[src/rtl/ck_gate_ctrl_pkg.sv]
// Shared definitions for the clock-gating controller: FSM encodings,
// the default gated-cycle counter width and the idle-qualification helper.
package ck_gate_ctrl_pkg;

    // Main gating FSM state type and its encodings
    typedef logic [1:0] ckg_state_t;

    localparam ckg_state_t CKG_RUN   = 2'd0;
    localparam ckg_state_t CKG_COUNT = 2'd1;
    localparam ckg_state_t CKG_GATED = 2'd2;

    // Default width of the gated-cycle profiling counter
    localparam int CKG_CNT_W = 32;

    // The core may have its main clock stopped only when it is halted or
    // sleeping and nothing else needs it. Any one wake source (load
    // outstanding, bus traffic, host access, interrupt) or production test
    // mode keeps the clock running.
    function automatic logic ckg_idle(
        input logic halt_r,
        input logic sleep_r,
        input logic ld_pending,
        input logic mem_busy,
        input logic host_access,
        input logic irq_req,
        input logic test_mode
    );
        logic quiet_s;
        quiet_s = ~ld_pending & ~mem_busy & ~host_access & ~irq_req & ~test_mode;
        return (halt_r | sleep_r) & quiet_s;
    endfunction

endpackage

[src/rtl/ck_hyst_cnt.sv]
// Hysteresis counter: counts consecutive cycles in which 'cond' is high,
// saturating at HYST. 'reached' is high in a cycle where cond is high and
// at least HYST earlier consecutive cycles also had cond high, so the
// consumer acts on the edge that samples the (HYST+1)-th consecutive
// qualifying cycle. With HYST=0 'reached' simply follows cond.
// Any cycle with cond low clears the count on the next edge.
module ck_hyst_cnt #(
    parameter int HYST = 4
) (
    input  logic clk_ungated,
    input  logic rst,
    input  logic cond,
    output logic reached
);

    // Counter only needs to represent 0..HYST; keep at least one bit
    localparam int CW = (HYST < 1) ? 1 : $clog2(HYST + 1);
    localparam logic [CW-1:0] HYST_C = CW'(HYST);
    localparam logic [CW-1:0] ONE_C  = CW'(1);

    logic [CW-1:0] cnt_q;
    logic [CW-1:0] cnt_d;

    // Next count: restart on a non-qualifying cycle, otherwise climb to HYST and hold
    always_comb begin
        cnt_d = cnt_q;
        if (!cond) begin
            cnt_d = '0;
        end else if (cnt_q != HYST_C) begin
            cnt_d = cnt_q + ONE_C;
        end else begin
            cnt_d = cnt_q;
        end
    end

    // Count register with synchronous reset
    always_ff @(posedge clk_ungated) begin
        if (rst) begin
            cnt_q <= '0;
        end else begin
            cnt_q <= cnt_d;
        end
    end

    assign reached = cond & (cnt_q == HYST_C);

endmodule

[src/rtl/ck_gate_ctrl.sv]
// Clock-gating controller running on the never-gated core clock.
// Decides when the main and DMP clocks may stop and drives registered,
// glitch-free disable levels to the downstream enable latches. Idle must
// persist for IDLE_HYST cycles before the main clock gates; any wake
// source reopens the clock after a single edge. Gated cycles are counted
// in a saturating profiling counter.
module ck_gate_ctrl
    import ck_gate_ctrl_pkg::*;
#(
    parameter int IDLE_HYST = 4,
    parameter int DMP_HYST  = 2,
    parameter int CNT_W     = CKG_CNT_W
) (
    input  logic             clk_ungated,
    input  logic             rst,
    input  logic             halt_r,
    input  logic             sleep_r,
    input  logic             ld_pending,
    input  logic             mem_busy,
    input  logic             host_access,
    input  logic             irq_req,
    input  logic             dmp_idle,
    input  logic             test_mode,
    input  logic             gcnt_clr,
    output logic             ck_disable,
    output logic             ck_dmp_gated,
    output logic [CNT_W-1:0] gated_cycles
);

    localparam logic [CNT_W-1:0] GCNT_ONE = CNT_W'(1);

    logic             idle_s;
    logic             dmp_cond_s;
    logic             main_reached_s;
    logic             dmp_reached_s;

    ckg_state_t       state_q;
    ckg_state_t       state_d;
    logic             ck_disable_q;
    logic             ck_disable_d;
    logic             ck_dmp_gated_q;
    logic             ck_dmp_gated_d;
    logic [CNT_W-1:0] gcnt_q;
    logic [CNT_W-1:0] gcnt_d;

    // Test mode is folded into both qualifiers, so asserting it clears the
    // hysteresis counters and drops both gates on the following edge.
    assign idle_s     = ckg_idle(halt_r, sleep_r, ld_pending, mem_busy,
                                 host_access, irq_req, test_mode);
    assign dmp_cond_s = dmp_idle & ~test_mode;

    // Main-path idle hysteresis; its count stands in for the COUNT-state down-counter
    ck_hyst_cnt #(
        .HYST (IDLE_HYST)
    ) u_main_hyst (
        .clk_ungated (clk_ungated),
        .rst         (rst),
        .cond        (idle_s),
        .reached     (main_reached_s)
    );

    // DMP-path hysteresis, independent of the main FSM
    ck_hyst_cnt #(
        .HYST (DMP_HYST)
    ) u_dmp_hyst (
        .clk_ungated (clk_ungated),
        .rst         (rst),
        .cond        (dmp_cond_s),
        .reached     (dmp_reached_s)
    );

    // Main FSM next state; a wake in the same cycle the count expires wins
    always_comb begin
        state_d = state_q;
        case (state_q)
            CKG_RUN: begin
                if (main_reached_s) begin
                    state_d = CKG_GATED;
                end else if (idle_s) begin
                    state_d = CKG_COUNT;
                end else begin
                    state_d = CKG_RUN;
                end
            end
            CKG_COUNT: begin
                if (!idle_s) begin
                    state_d = CKG_RUN;
                end else if (main_reached_s) begin
                    state_d = CKG_GATED;
                end else begin
                    state_d = CKG_COUNT;
                end
            end
            CKG_GATED: begin
                if (!idle_s) begin
                    state_d = CKG_RUN;
                end else begin
                    state_d = CKG_GATED;
                end
            end
            default: begin
                state_d = CKG_RUN;
            end
        endcase
    end

    // Output levels are decided from next state so wake takes exactly one edge
    always_comb begin
        ck_disable_d   = (state_d == CKG_GATED);
        ck_dmp_gated_d = dmp_reached_s;
    end

    // Saturating gated-cycle counter; clear beats increment
    always_comb begin
        gcnt_d = gcnt_q;
        if (gcnt_clr) begin
            gcnt_d = '0;
        end else if (ck_disable_q && (gcnt_q != {CNT_W{1'b1}})) begin
            gcnt_d = gcnt_q + GCNT_ONE;
        end else begin
            gcnt_d = gcnt_q;
        end
    end

    // FSM state register
    always_ff @(posedge clk_ungated) begin
        if (rst) begin
            state_q <= CKG_RUN;
        end else begin
            state_q <= state_d;
        end
    end

    // Gate-level output flops feeding the downstream enable latches
    always_ff @(posedge clk_ungated) begin
        if (rst) begin
            ck_disable_q   <= 1'b0;
            ck_dmp_gated_q <= 1'b0;
        end else begin
            ck_disable_q   <= ck_disable_d;
            ck_dmp_gated_q <= ck_dmp_gated_d;
        end
    end

    // Gated-cycle profiling counter register
    always_ff @(posedge clk_ungated) begin
        if (rst) begin
            gcnt_q <= '0;
        end else begin
            gcnt_q <= gcnt_d;
        end
    end

    assign ck_disable   = ck_disable_q;
    assign ck_dmp_gated = ck_dmp_gated_q;
    assign gated_cycles = gcnt_q;

endmodule

[config.mk]
export PLATFORM = sky130hd
export DESIGN_NAME = ck_gate_ctrl
export DESIGN_NICKNAME = d
export VERILOG_FILES = /design/src/rtl/ck_gate_ctrl_pkg.sv /design/src/rtl/ck_hyst_cnt.sv /design/src/rtl/ck_gate_ctrl.sv
export SDC_FILE = /design/constraint.sdc
export NUM_CORES = 1
export LEC_CHECK = 0
export BUFFER_PORTS_ARGS = -buffer_cell sky130_fd_sc_hd__buf_2
export CELL_PAD_IN_SITES_DETAIL_PLACEMENT = 1
export CELL_PAD_IN_SITES_GLOBAL_PLACEMENT = 1
export CORE_MARGIN = 1
export CORE_UTILIZATION = 35
export CTS_BUF_LIST = sky130_fd_sc_hd__clkbuf_2 sky130_fd_sc_hd__clkbuf_4 sky130_fd_sc_hd__clkbuf_8
export CTS_CLUSTER_SIZE = 10
export DETAILED_ROUTE_END_ITERATION = 8
export PLACE_DENSITY_LB_ADDON = 0.1
export SLEW_MARGIN = 20
export SYNTH_ARGS = -nofsm -noshare
export SYNTH_HDL_FRONTEND = slang
export SYNTH_SLANG_ARGS = --single-unit
[constraint.sdc]
create_clock -name clk_ungated -period 2.39 [get_ports clk_ungated]
set_input_delay 0.239 -clock clk_ungated [delete_from_list [all_inputs] [get_ports clk_ungated]]
set_output_delay 0.239 -clock clk_ungated [all_outputs]
set_load 0.02 [all_outputs]
### Yosys cells after proc, flatten, opt, wreduce, memory -nomap -nowiden

Index checks and enable logic that the tools add are counted.

* $add $sub $neg: 3
* equal/unequal tests: 8
* multiplexer cells: 6
* bitwise operators: 16
* reduce and logical (&&, ||, !) cells: 5

Operators with widths (number)
* $add 32x1->32 const B: 1
* $ne 32x32->1 const B: 1
* $and 1x1->1: 8
* $mux 2: 4
* $not 1->1: 7
* $eq 2x2->1 const B: 3
* $pmux 2 s3: 1
* $reduce_or 2->1: 3
* $add 3x1->3 const B: 1
* $eq 3x3->1 const B: 1
* $ne 3x3->1 const B: 1
* $add 2x1->2 const B: 1
* $eq 2x1->1 const B: 1
* $logic_not 2->1: 1
* $ne 2x2->1 const B: 1
* $logic_and 1x1->1: 1
* $mux 1: 1
* $or 1x1->1: 1

* flip-flop bits (word level): 41
* output and inout port bits: 34

### Longest topological paths before layout

Gate-level depths: netlist (run 1).

* depth in word-level cells: 11
* depth in mapped cells: 9
* depth with buffers taken out: 6

### Cells and area by module

From an unflattened synthesis (run 1), not the netlist that was laid out.

* cells, all modules: 246
* area total of the unflattened synthesis: 2079.5 um2

By module, submodules not included
* ck_gate_ctrl: instances 1, cells each 217, area an instance 1811.7 um2
* ck_hyst_cnt (u_main_hyst): instances 1, cells each 18, area an instance 166.4 um2
* ck_hyst_cnt (u_dmp_hyst): instances 1, cells each 11, area an instance 101.3 um2

### Worst setup path before layout (run 1)

OpenSTA, ideal clock, no wires.

* kind: flip-flop to flip-flop
* start point: reg gcnt_q[0] (netlist: gated_cycles[0])
* end point: reg gcnt_q[0] (netlist: gated_cycles[0])
* setup time: 0.128 ns
* data arrival time: 2.283 ns
* required time: 2.262 ns
* setup slack: -0.020 ns
* stages on the path, launching flop included: 10
* buffers on the path: 3
* period minus slack after synthesis: 2.410 ns
* cells stage by stage: dfxtp_1 > ha_1 > nand3_1 > or4_1 > buf_4 > o31ai_4 > buf_6 > buf_6 > xor2_1 > nor2_1

* longest elaborated chain between the ends: 2
* elaborated cells on any way between the ends: 3

Ends and longest elaborated chain
* start, declared: RTL line ck_gate_ctrl.sv:43 `logic [CNT_W-1:0] gcnt_q;`
* start signal, assigned: RTL line ck_gate_ctrl.sv:150 `gcnt_q <= gcnt_d;`
* parallel branches: the longest is 2 deep, another holds $add 32x1->32

Several ways; the timed one is not identified.
A chain may end at the register's enable or synchronous reset.

### Final worst setup path (run 1)

* start point: reg gcnt_q[9] (netlist: gated_cycles[9])
* end point: reg gcnt_q[0] (netlist: gated_cycles[0])

* longest elaborated chain between the ends: 2

Ends and longest elaborated chain
* $ne 32x32->1: RTL line ck_gate_ctrl.sv:118 `end else if (ck_disable_q && (gcnt_q != {CNT_W{1'b1}})) begin`
* $logic_and 1x1->1: RTL line ck_gate_ctrl.sv:118

Every way passes these cells.

==> impl_metrics.ini, run 1 <==
[routing]
vias_per_cell = 5.28
wl_per_cell_um = 14.2
drc_errors = 0
ant_nets = 0
drt-total-wl_um = 5210
vias = 1933
dr.pass1.iters = 4
first_iter_violations = 61

[die]
start_util_pct = 36.7
die_h_um = 78.4
io_pins = 45
num_rows = 27
dieArea_mm2 = 0.00615
die_x_um = 78.4
core_area_mm2 = 0.00557

[cells_and_area]
drive_above_1_share_pct = 26.9
num-nets-final = 308
final_cell_count_no_fill = 366
area_delta_synth_final_pct = 23.3
multi_input_area_mm2 = 0.00114
register_area_um2 = 823
diodes = 0
final_area_mm2 = 0.00252
nFillCells = 716

[power_and_ir_drop]
total_power_mw = 1.31
power_density_mw_per_mm2 = 522
irDropWorstVdd_mv = 0.309
p_leak_nw = 0.912

[clocking]
clk_pin_slew_worst_paths_ns = 0.08
numCtsBuffers = 5
root_buffer = clkbuf_8
cts.path.max_buffers = 2
cts_tree = yes
worstSkewPairLatency_ns = 0.30
cts_setup_buffers = 0
htreeDepth = 2
cts.sinks = 41

[outcome]
outcome = complete, no violations

[timing]
final-setup-viol-count = 0
finalSetupTns_ns = 0
slew_headroom_pct = 56.7
min_period_ns = 2.10
fmax_mhz = 475
finClkSkew_ns = 0.00541
hold_viol_final = 0
rsz0062_at_grt = false
drv_slew = 0
worst_pin_slew_ns = 0.649
period_share_pct = 88.0

[synth]
yosys_warnings = 0
yosys_most_used_dff = dfxtp_1
synth_cell_types = 44
synth_top_area_share_pct = 40.2
synth_edf_count = 0
yosysMostFrequentCell = dfxtp_1
ys_top_cells_by_count = dfxtp_1, nor2_1, nand2_1, a21oi_1
synth_top_area_cell = dfxtp_1
yosysSeqAreaShare_pct = 40.2
synth_area_leaders = dfxtp_1, nor2_1, or3_1
yosys_register_bits = 41
syn_avg_cell_area_um2 = 8.51
netlist_area_mm2 = 0.00204
async_flop_share_pct = 0
synthesis.nets = 255
synth_cells = 240

[worst_setup_path]
critical_path_class = flip-flop to flip-flop
required_ns = 2.55
cp-end-kind = flip-flop
critPathLaunchType = flip-flop
cp.arrival_ns = 2.27
crit_fanout = 25

[global_route]
grt_antenna_before_repair = 0
grt_pass1_wl_um = 9070
grt_max_degree = 32
gr-total-overflow = 0
first_global_vias = 1934
grt_usage_pct = 18.7

[placement]
dpl.cell_count = 358
portBuffers = 44
routabilityCongestion = 0.752
placed_area_mm2 = 0.00239
hpwl_um = 3880

[worst_hold_path]
min_path_type = input pin to flip-flop

[run]
maxCapViolations = 0
==> worst paths after layout <==
kind | start | to | slack (ns) | depth (start not counted)
max reg2reg | gated_cycles[9] | gated_cycles[0] | 0.29 | 6
min reg2reg | state_q[1] | state_q[0] | 0.44 | 1
max | gated_cycles[9] | gated_cycles[0] | 0.29 | 6
min | dmp_idle | ck_dmp_gated | 0.18 | 2
==> layout make-up <==
class | count | share of cell area (%)
tap | 72 | 3.58
clock inverter | 1 | 1.19
timing repair buffer | 54 | 12.2
clock buffer | 7 | 3.58
inverter | 9 | 1.34
multi-input combinational | 182 | 45.4
sequential | 41 | 32.7
==> per-layer routing <==
layer | vias up | global-route usage (%) | routed length [um]
met5 | - | 0 | 0
met4 | 0 | 7.04 | 69
met3 | 7 | 3.95 | 152
li1 | 986 | - | -
met2 | 32 | 31.5 | 2470
met1 | 908 | 23.4 | 2520
==> report_power, final <==
part / leakage [nW] / switching (mW) / total, mW / internal [mW]
combinational: 0.519 / 0.0165 / 0.0257 / 0.00925
sequential: 0.331 / 0.000665 / 0.684 / 0.683
clock: 0.0619 / 0.252 / 0.605 / 0.352
==> sequential cells by signal, indices dropped and copies added (netlist names) <==
name	flops
u_main_hyst.cnt_q	3
ck_disable	1
ck_dmp_gated	1
state_q	2
u_dmp_hyst.cnt_q	2
gated_cycles	32
==> cells by family after synthesis <==
family          after synthesis  synth area share, %
xor+xnor                     13                 5.57
flops                        41                 40.2
mux                           1                0.551
buf+inv                      17                 4.04
simple gates                111                 28.8
fa+ha+maj                     4                 2.45
compound gates               53                 18.4
==> stage by stage <==
stage	worst slack, ns	hold WS [ns]	utilization [%]
finish	0.286	0.185	45.2
CTS	0.120	0.175	45.1
global route	0.114	0.187	45.2
detailed placement	0.134	0.429	43.0
floorplan	0.0905	0.383	-
global placement	0.192	0.419	43.0
==> what timing repair did <==
action	in CTS	in global routing
gates resized for setup	0	1
hold buffers	0	0
setup endpoints to repair	0	3
==> critical path, stage by stage, from the launching register on <==
cell	delay (ns)
dfxtp_1	0.45
nand4_2	0.19
or4_4	0.67
o31ai_4	0.25
buf_12	0.20
xor2_1	0.15
nor2_1	0.05
==> placed cells by master (no fill, tap or decap), types with 2 or more instances in the layout <==
cell type,synthesis,final
buf_2,0,44
dfxtp_1,41,39
nor2_1,28,28
nand2_1,20,20
a21oi_1,16,16
nand3_1,13,13
or3_1,13,13
inv_1,9,9
buf_4,1,9
nand4_1,8,8
o21ai_0,8,8
o21ai_1,7,7
xnor2_1,7,7
xor2_1,6,6
nor4_1,6,6
clkbuf_8,0,6
and3_1,5,5
o2111ai_1,4,4
ha_1,4,4
nor3_1,3,3
a21oi_2,3,3
or2_2,2,2
and4_1,2,2
or4b_2,2,2
o31a_1,2,2
a211oi_1,2,2
o31ai_1,2,2
or4_1,3,2
and2_1,2,2
dfxtp_2,0,2
No activity file was read; power rests on OpenSTA's default activity.
==> inputs of run 2 (changes only) <==
--- a/config.mk
+++ b/config.mk
@@ -8,12 +8,13 @@
 export BUFFER_PORTS_ARGS = -buffer_cell sky130_fd_sc_hd__buf_2
 export CELL_PAD_IN_SITES_DETAIL_PLACEMENT = 1
 export CELL_PAD_IN_SITES_GLOBAL_PLACEMENT = 1
+export CORE_ASPECT_RATIO = 1.5
 export CORE_MARGIN = 1
 export CORE_UTILIZATION = 35
 export CTS_BUF_LIST = sky130_fd_sc_hd__clkbuf_2 sky130_fd_sc_hd__clkbuf_4 sky130_fd_sc_hd__clkbuf_8
 export CTS_CLUSTER_SIZE = 10
 export DETAILED_ROUTE_END_ITERATION = 8
-export PLACE_DENSITY_LB_ADDON = 0.1
+export PLACE_DENSITY = 0.85
 export SLEW_MARGIN = 20
 export SYNTH_ARGS = -nofsm -noshare
 export SYNTH_HDL_FRONTEND = slang
==> impl_metrics.ini, run 2 (synthesis gave the netlist of run 1 again) <==
[worst_setup_path]
required_ns = 2.54
cp_cell_sequence = ha_1, nand3_1, or4_4, o31ai_4, buf_4, or4b_2, a21oi_1
crit_path_top_delay_cell = or4_4
cp-end-kind = flip-flop
startpoint = gated_cycles[0]
reg2reg_from = gated_cycles[0]
reg2reg_setup_slack_ns = 0.25
critical_path_class = flip-flop to flip-flop
r2r_end = gated_cycles[11]
crit_fanout = 25
critPathLaunchType = flip-flop
cp_slowest_stage_delay_ns = 0.63
cp.arrival_ns = 2.29
cp_top_family = simple AND/OR/NAND/NOR gates
worstRegToRegCells = 7
path_buf_inv = 1

[worst_hold_path]
min_path_type = input pin to flip-flop
whs_endpoint = ck_dmp_gated
min_path_cells = 2
worstHoldStart = dmp_idle

[cells_and_area]
final_cell_count_no_fill = 364
utilization_pct = 44.6
diodes = 0
area_delta_synth_final_pct = 20.9
drive_above_1_share_pct = 26.9
num-nets-final = 308
final_common_cell = buf_2
largest_reg_flops = 32
most-common-layout-cells = buf_2, dfxtp_1, nor2_1, nand2_1, a21oi_1

[timing]
fmax_mhz = 466
period_share_pct = 89.7
finalSetupTns_ns = 0
worst_pin_slew_ns = 0.653
rsz0062_at_grt = false
setup_slack_ns = 0.245
drv_slew = 0
slew_headroom_pct = 56.1
min_period_ns = 2.14
hold_viol_final = 0
finClkSkew_ns = 0.00749
final-setup-viol-count = 0

[power_and_ir_drop]
power_density_mw_per_mm2 = 471
irDropWorstVdd_mv = 0.218
p_leak_nw = 0.885

[clocking]
cts_setup_buffers = 0
cts_tree = yes
root_buffer = clkbuf_8
worstSkewPairLatency_ns = 0.30
cts.path.max_buffers = 2
numCtsBuffers = 5
htreeDepth = 2
cts.sinks = 41
clk_pin_slew_worst_paths_ns = 0.09

[die]
dieArea_mm2 = 0.00615
die_h_um = 95.6
core_area_mm2 = 0.00553
num_rows = 33
start_util_pct = 36.9
io_pins = 45
die_x_um = 64.4

[global_route]
grt_antenna_before_repair = 0
grt_usage_pct = 18.9
first_global_vias = 2020
gr-total-overflow = 0
grt_max_degree = 32
grt_pass1_wl_um = 9030

[routing]
vias_per_cell = 5.48
wl_per_cell_um = 14.6
vias = 1994
ant_nets = 0
first_iter_violations = 101
drt-total-wl_um = 5320
drc_errors = 0
dr.pass1.iters = 4

[run]
maxCapViolations = 0

[outcome]
outcome = complete, no violations

[placement]
dpl.cell_count = 356
pre_cts_ws_ns = 0.111
routabilityCongestion = 0.794
portBuffers = 44
hpwl_um = 4020
-- run 2: cell types whose count changed in the layout (fill, tap and decap cells not counted), sizes merged --
cell	change
bufinv	-1
clkbuf	-2
clkinv	+2
clkinvlp	+1
-- run 2: routing by layer --
layer	vias up	wire length, um	GRT usage (%)
li1	982	-	-
met1	955	2200	19.4
met2	49	2840	36.3
met3	8	192	3.83
met4	0	92	8.33
met5	-	0	0
-- run 2: how the worst max path moves through the flow --
stage	end	slack, ns	cells after the start
after floorplan	gated_cycles[0]	0.09	9
after global placement	gated_cycles[0]	0.17	7
after detailed placement	gated_cycles[11]	0.11	7
after CTS	gated_cycles[11]	0.08	7
after global routing	gated_cycles[0]	0.12	7
final	gated_cycles[11]	0.25	7
-- run 2: report_power, final --
part           leakage (nW)  total [mW]  switching [mW]  internal (mW)
combinational         0.510      0.0258          0.0166        0.00925
sequential            0.331       0.684        0.000758          0.683
clock                0.0439       0.454           0.252          0.202
-- run 2: stage by stage --
stage	hold WS, ns	total power, mW	cell area (um^2)
after floorplan	0.383	0.714	2050
after global placement	0.413	0.726	2380
after detailed placement	0.429	0.727	2380
after CTS	0.185	1.18	2470
after global routing	0.176	1.22	2470
final	0.188	1.16	2470
-- run 2: cell type report --
type,instances,area (um^2)
inverter,9,33.8
multi-input combinational,182,1140
tap,70,87.6
fill,710,3060
clock buffer,5,68.8
clock inverter,3,17.5
sequential,41,823
timing repair buffer,54,295
-- run 2: timing repair --
item	in CTS	in global routing
endpoints found under the setup margin	0	16
gates resized for setup	0	1
hold buffers	0	0
==> inputs of run 3 (changes only) <==
--- a/config.mk
+++ b/config.mk
@@ -5,6 +5,7 @@
 export SDC_FILE = /design/constraint.sdc
 export NUM_CORES = 1
 export LEC_CHECK = 0
+export ABC_AREA = 1
 export BUFFER_PORTS_ARGS = -buffer_cell sky130_fd_sc_hd__buf_2
 export CELL_PAD_IN_SITES_DETAIL_PLACEMENT = 1
 export CELL_PAD_IN_SITES_GLOBAL_PLACEMENT = 1
@@ -14,7 +15,7 @@
 export CTS_BUF_LIST = sky130_fd_sc_hd__clkbuf_2 sky130_fd_sc_hd__clkbuf_4 sky130_fd_sc_hd__clkbuf_8
 export CTS_CLUSTER_SIZE = 10
 export DETAILED_ROUTE_END_ITERATION = 8
-export PLACE_DENSITY = 0.85
+export PLACE_DENSITY = 0.84
 export SLEW_MARGIN = 20
 export SYNTH_ARGS = -nofsm -noshare
 export SYNTH_HDL_FRONTEND = slang
==> constraint.sdc (replaced) <==
create_clock -name clk_ungated -period 2.6 [get_ports clk_ungated]
set_input_delay 0.26 -clock clk_ungated [delete_from_list [all_inputs] [get_ports clk_ungated]]
set_output_delay 0.26 -clock clk_ungated [all_outputs]
set_load 0.02 [all_outputs]
==> impl_metrics.ini, run 3 <==
[outcome]
outcome = finished, violations left
failed_checks = design-rule violations

[synth]
synth_top_area_share_pct = 33.3
ys_top_cells_by_count = nand2_1, nor2_1, dfxtp_1, inv_1, a21oi_2
synth_top_area_cell = dfxtp_1
yosys_most_used_dff = dfxtp_1
async_flop_share_pct = 0
synth_area_leaders = dfxtp_1, nand2_1, nor2_1
yosys_warnings = 0
yosys_register_bits = 41
netlist_area_mm2 = 0.00247
syn_avg_cell_area_um2 = 6.46
synthesis.nets = 397
yosysMostFrequentCell = nand2_1
synth_cells = 382
synth_edf_count = 0
synth_cell_types = 26
yosysSeqAreaShare_pct = 33.3

[timing]
setup_slack_ns = 0.658
fmax_mhz = 515
slew_headroom_pct = 63.0
final-setup-viol-count = 0
finClkSkew_ns = 0.00870
worst_pin_slew_ns = 0.554
rsz0062_at_grt = false
hold_ws_ns = 0.237
hold_viol_final = 0
min_period_ns = 1.94
drv_slew = 0
finalSetupTns_ns = 0
period_share_pct = 74.7

[die]
start_util_pct = 36.0
io_pins = 45
num_rows = 37
core_area_mm2 = 0.00685
dieArea_mm2 = 0.00739
die_h_um = 105
die_x_um = 70.5

[clocking]
clk_pin_slew_worst_paths_ns = 0.08
cts_setup_buffers = 0
cts-resized-gates = 0
cts.sinks = 41
root_buffer = clkbuf_8
cts_tree = yes
numCtsBuffers = 5
cts.path.max_buffers = 2
postCtsHoldBufs = 0
worstSkewPairLatency_ns = 0.30
htreeDepth = 2

[cells_and_area]
final_common_cell = nand2_1
drive_above_1_share_pct = 18.9
utilization_pct = 41.2
largest_reg_flops = 32
num-nets-final = 443
final_area_mm2 = 0.00283
most-common-layout-cells = nand2_1, nor2_1, buf_2, dfxtp_1, inv_1
area_delta_synth_final_pct = 14.6
final_cell_count_no_fill = 507
nFillCells = 958
diodes = 0

[worst_setup_path]
required_ns = 2.77
reg2reg_from = gated_cycles[1]
reg2reg_setup_slack_ns = 0.66
startpoint = gated_cycles[1]
cp_cell_sequence = ha_1, inv_1, nor2_4, nand2_4, nor2_8, nand2_4, nand2_8, inv_4, nand2_1, a21oi_1
crit_fanout = 28
path_buf_inv = 2
worstRegToRegCells = 10
cp-end-kind = flip-flop
cp.arrival_ns = 2.11
cp_top_family = simple AND/OR/NAND/NOR gates
crit_path_top_delay_cell = dfxtp_1
cp_common_cell = nand2_4
critical_path_class = flip-flop to flip-flop
cp_slowest_stage_delay_ns = 0.41
critPathLaunchType = flip-flop
r2r_end = gated_cycles[15]

[power_and_ir_drop]
sw_frac_of_total_pct = 23.0
irDropWorstVdd_mv = 0.280
p_sw_mw = 0.250
pwr-share-clk_pct = 39.5
power.share.sequential_pct = 58.0
p_leak_nw = 1.11
total_power_mw = 1.08
intPower_mw = 0.834
pwr-share-comb_pct = 2.5
power_density_mw_per_mm2 = 384

[worst_hold_path]
min_path_cells = 3
worstHoldStart = dmp_idle
whs_endpoint = ck_dmp_gated
min_path_type = input pin to flip-flop

[placement]
placed_area_mm2 = 0.00274
dpl.cell_count = 499
portBuffers = 44
routabilityCongestion = 0.837
pre_cts_ws_ns = 0.651
hpwl_um = 5610

[global_route]
first_global_vias = 2698
grt_antenna_before_repair = 0
gr-total-overflow = 0
grt_pass1_wl_um = 11800
grt_max_degree = 29
grt_usage_pct = 20.3

[routing]
vias = 2588
dr.pass1.iters = 6
vias_per_cell = 5.10
wl_per_cell_um = 13.9
first_iter_violations = 93
ant_nets = 0
drc_errors = 2
drt-total-wl_um = 7060

[run]
maxCapViolations = 0
run 3: cell types whose count changed after synthesis, moves of 3 or more:
cell	change
a21oi_2	+17
nand2_1	+134
inv_1	+20
o21ai_0	-5
o2111ai_1	-3
nor4_1	-6
and3_1	-4
nor2_1	+35
a21oi_1	-4
o21ai_1	-7
nand4_1	-7
or3_1	-13
or4_1	-3
nand3_1	+6
run 3: per-layer routing:
| layer | vias up | global-route usage (%) | routed length, um |
|---|---|---|---|
| met5 | - | 0 | 0 |
| met4 | 0 | 8.14 | 198 |
| met3 | 13 | 2.89 | 217 |
| met2 | 45 | 41.1 | 3910 |
| met1 | 1248 | 19.8 | 2730 |
| li1 | 1282 | - | - |
run 3: power by group through the flow:
| stage | combinational, mW | clock [mW] | sequential (mW) |
|---|---|---|---|
| 3_5_place_dp | 0.0278 | 0 | 0.644 |
| 4_1_cts | 0.0278 | 0.446 | 0.629 |
| 2_1_floorplan | 0.0144 | 0 | 0.644 |
| 6_report | 0.0273 | 0.428 | 0.629 |
| 5_1_grt | 0.0305 | 0.461 | 0.629 |
| 3_3_place_gp | 0.0262 | 0 | 0.644 |
run 3: cells by family after synthesis:
| kind of cell | Yosys count | share of synthesized area [%] |
|---|---|---|
| and+or+nand+nor | 247 | 41.3 |
| xor gates and xnor gates | 15 | 5.33 |
| buffers and inverters | 37 | 6.95 |
| DFF | 41 | 33.3 |
| AOI/OAI and AO/OA | 38 | 11.1 |
| adders and majority gates | 4 | 2.03 |
run 3: cell type report:
cell class                 instances  area, um^2  share of cell area [%]
clock buffer                       6        76.3                    2.70
sequential                        41         821                    29.1
inverter                          31         119                    4.21
tap                               78        97.6                    3.45
multi-input combinational        304        1470                    52.2
clock inverter                     2        10.0                   0.354
timing repair buffer              45         228                    8.06
run 3: worst reg2reg max path, stage by stage (launching register included):
cell	delay, ns
dfxtp_1	0.41
ha_1	0.25
inv_1	0.09
nor2_4	0.17
nand2_4	0.10
nor2_8	0.15
nand2_4	0.09
nand2_8	0.19
inv_4	0.17
nand2_1	0.12
a21oi_1	0.06
run 3: how the worst max path moves through the flow:
stage	slack, ns	depth (start not counted)	end
3_3_place_gp	0.75	10	gated_cycles[16]
3_5_place_dp	0.65	10	gated_cycles[7]
4_1_cts	0.64	10	gated_cycles[15]
6_report	0.66	10	gated_cycles[15]
2_1_floorplan	0.79	11	gated_cycles[25]
5_1_grt	0.49	10	gated_cycles[19]
